### config.mk
export PLATFORM = sky130hd
export DESIGN_NAME = alu_arb_ctrl
export DESIGN_NICKNAME = d
export VERILOG_FILES = /design/src/rtl/alu_ctrl_pkg.sv /design/src/rtl/alu_datapath.sv /design/src/rtl/alu_arb_ctrl.sv
export SDC_FILE = /design/constraint.sdc
export NUM_CORES = 2
export LEC_CHECK = 0
export ABC_AREA = 1
export CAP_MARGIN = 20
export CORE_AREA = 8 8 242 244
export DETAILED_ROUTE_END_ITERATION = 10
export DIE_AREA = 0 0 250 252
export PLACE_DENSITY = 0.81
export SYNTH_ARGS = -nofsm -noshare
export SYNTH_HDL_FRONTEND = slang
export SYNTH_SLANG_ARGS = --single-unit
### constraint.sdc
create_clock -name clk -period 7 [get_ports clk]
set_input_delay 1.05 -clock clk [delete_from_list [all_inputs] [get_ports clk]]
set_output_delay 1.05 -clock clk [all_outputs]
set_load 0.02 [all_outputs]
### src/rtl/alu_ctrl_pkg.sv
// Shared types and codes for the arbitrated ALU controller and its datapath.
package alu_ctrl_pkg;

    typedef enum logic [1:0] {
        UNIT_ADD   = 2'd0,
        UNIT_SHIFT = 2'd1,
        UNIT_LOGIC = 2'd2,
        UNIT_MUL   = 2'd3
    } unit_e;

    localparam logic [1:0] OP_ADD = 2'd0;
    localparam logic [1:0] OP_INC = 2'd1;
    localparam logic [1:0] OP_SUB = 2'd2;
    localparam logic [1:0] OP_DEC = 2'd3;

    localparam logic [1:0] OP_SHL = 2'd0;
    localparam logic [1:0] OP_SHR = 2'd1;
    localparam logic [1:0] OP_SAR = 2'd2;
    localparam logic [1:0] OP_SAL = 2'd3;

    localparam logic [1:0] OP_AND = 2'd0;
    localparam logic [1:0] OP_OR  = 2'd1;
    localparam logic [1:0] OP_XOR = 2'd2;
    localparam logic [1:0] OP_NOR = 2'd3;

    localparam logic [1:0] OP_MUL = 2'd0;

    typedef enum logic [1:0] {
        ST_IDLE = 2'd0,
        ST_EXEC = 2'd1,
        ST_RESP = 2'd2
    } state_e;

    typedef struct packed {
        logic carry;
        logic ovf;
        logic zero;
        logic neg;
        logic err;
    } flags_t;

    localparam int unsigned CNT_W = 4;

    // Only op codes 0..3 exist, and the multiplier has a single operation.
    function automatic logic op_is_legal(input logic [1:0] unit, input logic [3:0] op);
        return (op[3:2] == 2'b00) && !((unit == UNIT_MUL) && (op[1:0] != OP_MUL));
    endfunction

endpackage

### src/rtl/alu_datapath.sv
// Purely combinational ALU: add/shift/logic/mul units with flag generation.
module alu_datapath
    import alu_ctrl_pkg::*;
(
    input  logic [1:0]  unit_i,
    input  logic [3:0]  op_i,
    input  logic [31:0] a_i,
    input  logic [31:0] b_i,
    output logic [31:0] out_o,
    output logic        carry_o,
    output logic        ovf_o,
    output logic        zero_o,
    output logic        neg_o,
    output logic        err_o
);

    logic        legal;
    logic        is_sub;
    logic [31:0] b_eff;
    logic [32:0] sum;
    logic [4:0]  shamt;
    logic [32:0] shl_w;
    logic [32:0] shr_w;
    logic [32:0] sar_w;
    logic [31:0] mul_res;
    logic [31:0] res;
    logic        carry;
    logic        ovf;

    assign legal  = op_is_legal(unit_i, op_i);
    assign is_sub = (op_i[1:0] == OP_SUB) || (op_i[1:0] == OP_DEC);
    assign b_eff  = ((op_i[1:0] == OP_INC) || (op_i[1:0] == OP_DEC)) ? 32'd1 : b_i;
    // Bit 32 of the 33-bit difference is the unsigned borrow.
    assign sum    = is_sub ? ({1'b0, a_i} - {1'b0, b_eff}) : ({1'b0, a_i} + {1'b0, b_eff});

    // The extra bit on each shifter catches the last bit shifted out; it stays 0 for shamt 0.
    assign shamt   = b_i[4:0];
    assign shl_w   = {1'b0, a_i} << shamt;
    assign shr_w   = {a_i, 1'b0} >> shamt;
    assign sar_w   = $signed({a_i, 1'b0}) >>> shamt;
    assign mul_res = a_i * b_i;

    // NOTE: every variable written in always_comb gets a default first so no latch is inferred.
    always_comb begin
        res   = '0;
        carry = 1'b0;
        ovf   = 1'b0;
        case (unit_i)
            UNIT_ADD: begin
                res   = sum[31:0];
                carry = sum[32];
                if (is_sub) ovf = (a_i[31] != b_eff[31]) && (sum[31] != a_i[31]);
                else        ovf = (a_i[31] == b_eff[31]) && (sum[31] != a_i[31]);
            end
            UNIT_SHIFT: begin
                case (op_i[1:0])
                    OP_SHR: begin
                        res   = shr_w[32:1];
                        carry = shr_w[0];
                    end
                    OP_SAR: begin
                        res   = sar_w[32:1];
                        carry = sar_w[0];
                    end
                    default: begin
                        res   = shl_w[31:0];
                        carry = shl_w[32];
                    end
                endcase
            end
            UNIT_LOGIC: begin
                case (op_i[1:0])
                    OP_AND:  res = a_i & b_i;
                    OP_OR:   res = a_i | b_i;
                    OP_XOR:  res = a_i ^ b_i;
                    default: res = ~(a_i | b_i);
                endcase
            end
            default: res = mul_res;
        endcase
    end

    // An illegal op reports only err; even zero is held low despite the zero result.
    assign out_o   = legal ? res : '0;
    assign carry_o = legal & carry;
    assign ovf_o   = legal & ovf;
    assign zero_o  = legal & (res == '0);
    assign neg_o   = legal & res[31];
    assign err_o   = ~legal;

endmodule

### src/rtl/alu_arb_ctrl.sv
// Two-requester round-robin front end sequencing one ALU operation at a time
// through IDLE -> EXEC -> RESP with a single result port.
module alu_arb_ctrl
    import alu_ctrl_pkg::*;
#(
    parameter int unsigned EXEC_CYCLES = 1
)
(
    input  logic        clk,
    input  logic        rst,
    input  logic        s0_valid,
    output logic        s0_ready,
    input  logic [1:0]  s0_unit,
    input  logic [3:0]  s0_op,
    input  logic [31:0] s0_a,
    input  logic [31:0] s0_b,
    input  logic        s1_valid,
    output logic        s1_ready,
    input  logic [1:0]  s1_unit,
    input  logic [3:0]  s1_op,
    input  logic [31:0] s1_a,
    input  logic [31:0] s1_b,
    output logic        m_valid,
    input  logic        m_ready,
    output logic [31:0] m_out,
    output logic        m_id,
    output logic        m_carry,
    output logic        m_ovf,
    output logic        m_zero,
    output logic        m_neg,
    output logic        m_err,
    output logic        busy
);

    localparam logic [CNT_W-1:0] CNT_LOAD = CNT_W'(EXEC_CYCLES - 1);

    state_e           state_q;
    state_e           state_d;
    logic [CNT_W-1:0] cnt_q;
    logic             prio_q;
    logic [1:0]       unit_q;
    logic [3:0]       op_q;
    logic [31:0]      a_q;
    logic [31:0]      b_q;
    logic             id_q;
    logic [31:0]      out_q;
    flags_t           flags_q;

    logic             any_valid;
    logic             grant_id;
    logic             accept;
    logic             capture;

    logic [31:0]      dp_out;
    flags_t           dp_flags;

    // prio_q names the requester that wins a tie; it flips to the other one on every grant.
    assign any_valid = s0_valid | s1_valid;
    assign grant_id  = (s0_valid && s1_valid) ? prio_q : s1_valid;

    // NOTE: state registers use non-blocking assignments so every flop samples pre-edge values.
    always_ff @(posedge clk or posedge rst) begin
        if (rst) state_q <= ST_IDLE;
        else     state_q <= state_d;
    end

    always_comb begin
        state_d = state_q;
        case (state_q)
            ST_IDLE: if (accept)              state_d = ST_EXEC;
            ST_EXEC: if (cnt_q == '0)         state_d = ST_RESP;
            ST_RESP: if (m_ready)             state_d = ST_IDLE;
            default:                          state_d = ST_IDLE;
        endcase
    end

    // Readies are masked by rst so nothing looks accepted while reset is held.
    always_comb begin
        s0_ready = 1'b0;
        s1_ready = 1'b0;
        m_valid  = 1'b0;
        busy     = 1'b1;
        accept   = 1'b0;
        capture  = 1'b0;
        case (state_q)
            ST_IDLE: begin
                busy     = 1'b0;
                accept   = any_valid & ~rst;
                s0_ready = accept & ~grant_id;
                s1_ready = accept &  grant_id;
            end
            ST_EXEC: capture = (cnt_q == '0);
            ST_RESP: m_valid = 1'b1;
            default: ;
        endcase
    end

    alu_datapath u_datapath (
        .unit_i  (unit_q),
        .op_i    (op_q),
        .a_i     (a_q),
        .b_i     (b_q),
        .out_o   (dp_out),
        .carry_o (dp_flags.carry),
        .ovf_o   (dp_flags.ovf),
        .zero_o  (dp_flags.zero),
        .neg_o   (dp_flags.neg),
        .err_o   (dp_flags.err)
    );

    // NOTE: operand and result registers are reset too, so every m_* output reads 0 under reset.
    always_ff @(posedge clk or posedge rst) begin
        if (rst) begin
            cnt_q   <= '0;
            prio_q  <= 1'b0;
            unit_q  <= '0;
            op_q    <= '0;
            a_q     <= '0;
            b_q     <= '0;
            id_q    <= 1'b0;
            out_q   <= '0;
            flags_q <= '0;
        end else begin
            if (accept) begin
                unit_q <= grant_id ? s1_unit : s0_unit;
                op_q   <= grant_id ? s1_op   : s0_op;
                a_q    <= grant_id ? s1_a    : s0_a;
                b_q    <= grant_id ? s1_b    : s0_b;
                id_q   <= grant_id;
                prio_q <= ~grant_id;
                cnt_q  <= CNT_LOAD;
            end else if ((state_q == ST_EXEC) && (cnt_q != '0)) begin
                cnt_q <= cnt_q - CNT_W'(1);
            end
            if (capture) begin
                out_q   <= dp_out;
                flags_q <= dp_flags;
            end
        end
    end

    assign m_out   = out_q;
    assign m_id    = id_q;
    assign m_carry = flags_q.carry;
    assign m_ovf   = flags_q.ovf;
    assign m_zero  = flags_q.zero;
    assign m_neg   = flags_q.neg;
    assign m_err   = flags_q.err;

endmodule

# Yosys cells after proc, flatten, opt, wreduce, memory -nomap -nowiden
# Index checks and enable logic that the tools add are counted.
[op_classes]
eq_ne = 14
mul = 1
bitwise_logic = 15
n_lt_le_gt_ge = 0
reduce_logical = 19
n_shift = 3
n_addsub = 3
div_mod_pow = 0
n_mux = 27
[ops]
columns = ["op", "n"]
rows = [
  ["32-bit one-hot mux with 3 select lines", 2],
  ["32-bit two-way mux", 4],
  ["32-bit one-hot mux with 2 select lines", 1],
  ["32-bit by 32-bit adder with 33-bit output", 1],
  ["33-bit two-way mux", 1],
  ["32-bit by 5-bit << shifter with 33-bit output", 1],
  ["33-bit by 5-bit right shift with 33-bit output", 1],
  ["33-bit by 5-bit >>> shifter with 33-bit output", 1],
  ["32-bit by 32-bit subtractor with 33-bit output", 1],
  ["32-bit AND", 1],
  ["32-bit logical NOT", 1],
  ["32-bit by 32-bit multiplier with 32-bit output", 1],
  ["32-bit inverter", 1],
  ["32-bit bitwise OR", 1],
  ["32-bit bitwise XOR", 1],
  ["4-bit two-way mux", 3],
  ["2-bit equality test, second input constant", 5],
  ["1-bit two-way mux", 9],
  ["2-bit logical NOT", 4],
  ["2-bit two-way mux", 4],
  ["1-bit AND", 7],
  ["2-bit by 1-bit equality test with 1-bit output, second input constant", 3],
  ["1-bit logical AND", 6],
  ["2-bit != test, second input constant", 3],
  ["other kinds (13)", 19],
]
[word_totals]
memories = 0
out_inout_bits = 42
ff_bits = 115
romBits = 0
mem_bits_rw = 0
latch_bits = 0
wordCells = 96

# Depth between registers and ports, before layout
[logic_depth]
word_depth = 10
depth_mapped = 41

# Modules after synthesis
# Synthesis repeated with hierarchy kept, for this count alone.
[unflattened]
hier_cells = 4793
hier_area_um2 = 31383.8
[by_module_without_submodules]
columns = ["mod", "seq_area_each_um2", "area_per_inst_um2", "instances", "cells_per_inst"]
rows = [
  ["alu_datapath", 0.0, 25941.1, 1, 4063],
  ["alu_arb_ctrl", 2877.8, 5442.7, 1, 730],
]

# Worst setup path after synthesis
# No wires, ideal clock.
[synth_timing]
path_kind = "reg-to-reg"
from = "reg b_q[2]"
to = "reg flags_q (netlist bit m_zero)"
required_ns = 6.934
n_path_buf = 5
arrival_time_ns = 7.325
path_stages_with_launch = 31
path_slack_ns = -0.391
period_less_slack_ns = 7.391
cell_sequence = "dfrtp_1 > buf_6 > clkbuf_1 > clkbuf_1 > clkbuf_1 > buf_1 > nand2_1 > fa_1 > inv_1 > fa_1 > inv_1 > fa_1 > fa_1 > inv_1 > fa_1 > fa_1 > fa_1 > fa_1 > ha_1 > a21o_1 > nor2_1 > a21boi_0 > a31o_2 > nand3_1 > nand2_1 > nand2_1 > nor2_1 > nand4_1 > nor2_1 > nand4_1 > nand2_1"
[synth_between]
elab_chain_len = 6
word_cells_on_any_way = 17
[synth_rtl]
columns = ["item", "line", "source"]
rows = [
  ["start, declared", "alu_arb_ctrl.sv:44", "logic [31:0] b_q;"],
  ["start signal, assigned", "alu_arb_ctrl.sv:128", "b_q <= grant_id ? s1_b : s0_b;"],
  ["parallel branches: the longest is 3 deep, another holds 32-bit by 32-bit multiplier with 32-bit output", "--", ""],
  ["32-bit one-hot mux with 3 select lines (*)", "alu_datapath.sv:48", "case (unit_i)"],
  ["32-bit logical NOT (*)", "alu_datapath.sv:87", "assign zero_o = legal & (res == '0);"],
  ["1-bit AND (*)", "alu_datapath.sv:87", ""],
  ["end signal, assigned", "alu_arb_ctrl.sv:137", "flags_q <= dp_flags;"],
  ["end, declared", "alu_arb_ctrl.sv:47", "flags_t flags_q;"],
]
# Every way passes the cells marked *.
# A chain may end at the register's enable or synchronous reset.

# Worst setup path in the final report
[layout_timing]
from = "reg b_q[7]"
to = "reg flags_q (netlist bit m_zero)"
# Same word-level chain as after synthesis.

==> flow_summary.yaml <==
clock_tree:
  clock_path_buffers: 2
  cts_hold_buf: 0
  cts_root_buf: "clkbuf_16"
  htree_levels: 4
  cts_tree: "yes"
  cts_sinks: 114
  worstSkewPairLatency_ps: 500
  path_clk_slew_ps: 60
  cts_made_buffers: 17
yosys:
  yosysSeqAreaShare_pct: 9.26
  async_reset_ff_share_pct: 100
  synth.distinct_cells: 59
  synth_edf_count: 0
  ys_warn_count: 0
  synth_area_um2: 30800
  avgSynthCellArea_um2: 6.66
  synthCells: 4624
  synthTopCellsByArea: "fa_1 (27%), nand2_1 (17%), inv_1 (12%)"
  yosysTopAreaCell: "fa_1"
  ys.flop_type: "dfrtp_1"
  synth.top_cell.area_share_pct: 26.6
  synth_nets: 5404
  yosysMostFrequentCell: "nand2_1"
  ys_seq_elements: 114
  synth_common_cells: "nand2_1 (1394), inv_1 (965), fa_1 (409), nand3_1 (230), ha_1 (226)"
critical_path:
  cp_max_fo: 10
  cp.required_ps: 7430
  slowest_delay_ps: 610
  worst_path_max_delay_cell: "fa_2"
  r2r_cells: 28
  arrival_ps: 7680
  startpoint_type: "register"
  r2r_start: "b_q[7]"
  criticalPathCategory: "reg2reg"
  r2r_end: "m_zero"
  reg2reg_slack_ps: -250
  end_kind: "register"
  crit_top_cell: "fa_1"
grt:
  grt_max_degree: 71
  overflow: 0
  grt_pass1_vias: 32591
  track_usage_pct: 43.2
  grt_pass1_wl_um: 203000
  antenna_found_initial: 1
floorplanning:
  die_w_um: 250
  dieArea_um2: 63000
  die_h_um: 252
  core_region_area_um2: 54700
  start_util_pct: 56.3
  io_pins: 187
  std_cell_rows: 86
run:
  drv_cap: 0
min_path:
  whs_endpoint: "cnt_q[3]"
  hp-class: "reg2reg"
  hold_path_depth: 1
  hp-start: "cnt_q[3]"
route:
  dr.pass1.iters: 9
  first_iter_violations: 4378
  drc: 0
  num_vias: 33476
  avgViaCountPerCell: 5.96
  drt-total-wl_um: 139000
  postRouteAntennaNets: 0
  wl_per_cell_um: 24.8
timing:
  grt_setup_unrepaired: "yes"
  worstMarginPinSlew_ps: 1020
  report.final.hold_viol_count: 0
  fin_skew_ps: 13.7
  slew_headroom_pct: 32.2
  setup_viol: 1
  fin_crit_ps: 7250
  clock.fmax_mhz: 138
  timing.final.ws_setup_ps: -248
  tns_ps: -248
  period_share_pct: 104
  slew_violations: 0
cells_and_area:
  areaGrowthSynthToFinish_pct: 18.9
  nNetsFinal: 5676
  final_layout_size_suffix_gt1_share_pct: 11.1
  fin_util_pct: 67.0
outcome:
  violations: "negative setup slack"
  outcome: "finished with violations"
placed_design:
  portBuffers: 186
  gp_congestion: 1.08
  hpwl_um: 111000
==> worst max path at each step <==
stage | slack, ps | from | cells after the start | to
floorplan | 7 | b_q[2] | 30 | m_zero
global placement | -200 | a_q[10] | 29 | m_zero
detailed placement | -310 | a_q[10] | 29 | m_zero
CTS | 5 | a_q[10] | 28 | m_zero
global route | -390 | b_q[3] | 31 | m_zero
finish | -250 | b_q[7] | 28 | m_zero
==> sequential cells by signal (all words and copies together), names as in the netlist <==
signal	count
m_id	1
unit_q	2
state_q	2
m_carry	1
m_zero	1
m_ovf	1
m_err	1
cnt_q	4
m_out	32
a_q	32
prio_q	1
op_q	4
b_q	32
==> what timing repair did <==
action	CTS	global route
setup buffers	9	24
pin swaps	3	100
gates resized for setup	43	170
setup endpoints to repair	4	14
==> critical path: cells and delay by family (launching register included) <==
kind                       cells  cell delay, ps
AOI/OAI and AO/OA              4             760
adders and majority gates      9            4360
buffers and inverters          6             560
DFF                            1             430
and+or+nand+nor                9            1070
==> per-layer routing <==
layer,wire (um),vias up,track usage [%]
met5,12,-,0
met4,11500,2,28.0
met3,17800,560,10.5
met2,59300,2352,66.1
met1,50700,15873,54.5
li1,-,14689,-
==> layout make-up <==
type                            count  area, um^2
Clock inverter                     13         150
Clock buffer                       19         443
Timing Repair Buffer              487        4650
Tap cell                          704         881
Multi-Input combinational cell   3294       23900
Fill cell                        4695       18000
Inverter                          982        3690
Antenna cell                        1        2.50
Sequential cell                   114        2880
==> cell families after synthesis <==
logic type	after synthesis	synth area share (%)
buffers and inverters	1216	15.3
DFF	114	9.26
AOI/OAI and AO/OA	660	12.5
and+or+nand+nor	1940	25.5
xor gates and xnor gates	46	1.31
adders and majority gates	635	35.8
muxes	13	0.423
==> cells in the final DEF (no fill, tap or decap), types with 7 or more instances in the layout <==
cell | synthesis | layout
inv_1 | 965 | 946
o21ai_0 | 212 | 196
inv_2 | 12 | 28
a221oi_1 | 18 | 16
nor3_1 | 16 | 13
nand3_1 | 230 | 227
nor2_2 | 2 | 18
buf_12 | 0 | 40
o21bai_1 | 12 | 11
o21a_1 | 15 | 15
xnor2_1 | 19 | 19
o211ai_1 | 94 | 94
ha_1 | 226 | 207
a21oi_2 | 1 | 14
buf_6 | 9 | 7
mux2i_1 | 13 | 13
a31oi_1 | 12 | 10
nand4_1 | 33 | 33
o21ai_2 | 3 | 10
o21ai_1 | 59 | 68
fa_2 | 0 | 22
nand2_1 | 1394 | 1375
dfrtp_2 | 0 | 21
a21o_1 | 8 | 8
nor2_4 | 4 | 15
xor2_1 | 27 | 26
clkbuf_16 | 0 | 17
nand3b_1 | 10 | 10
dfrtp_1 | 114 | 92
or2_2 | 8 | 7
fa_1 | 409 | 387
clkdlybuf4s50_1 | 0 | 186
nor2_1 | 218 | 191
nand2_2 | 9 | 21
ha_4 | 0 | 17
a21oi_1 | 189 | 172
nand2_4 | 0 | 7
buf_4 | 4 | 250
==> per-stage QoR <==
step	area [um^2]	std cells	hold WS, ps	worst slack [ps]
final	36600	5614	476	-248
after global routing	36600	5613	508	-388
after CTS	35800	5587	480	4.67
after detailed placement	34900	5546	472	-314
after global placement	34900	5546	450	-195
after floorplan	30800	4624	434	7.40
Power is left out: the tool's default activity adds up to more than one toggle a clock period on the data nets, which glitch-free logic cannot reach.
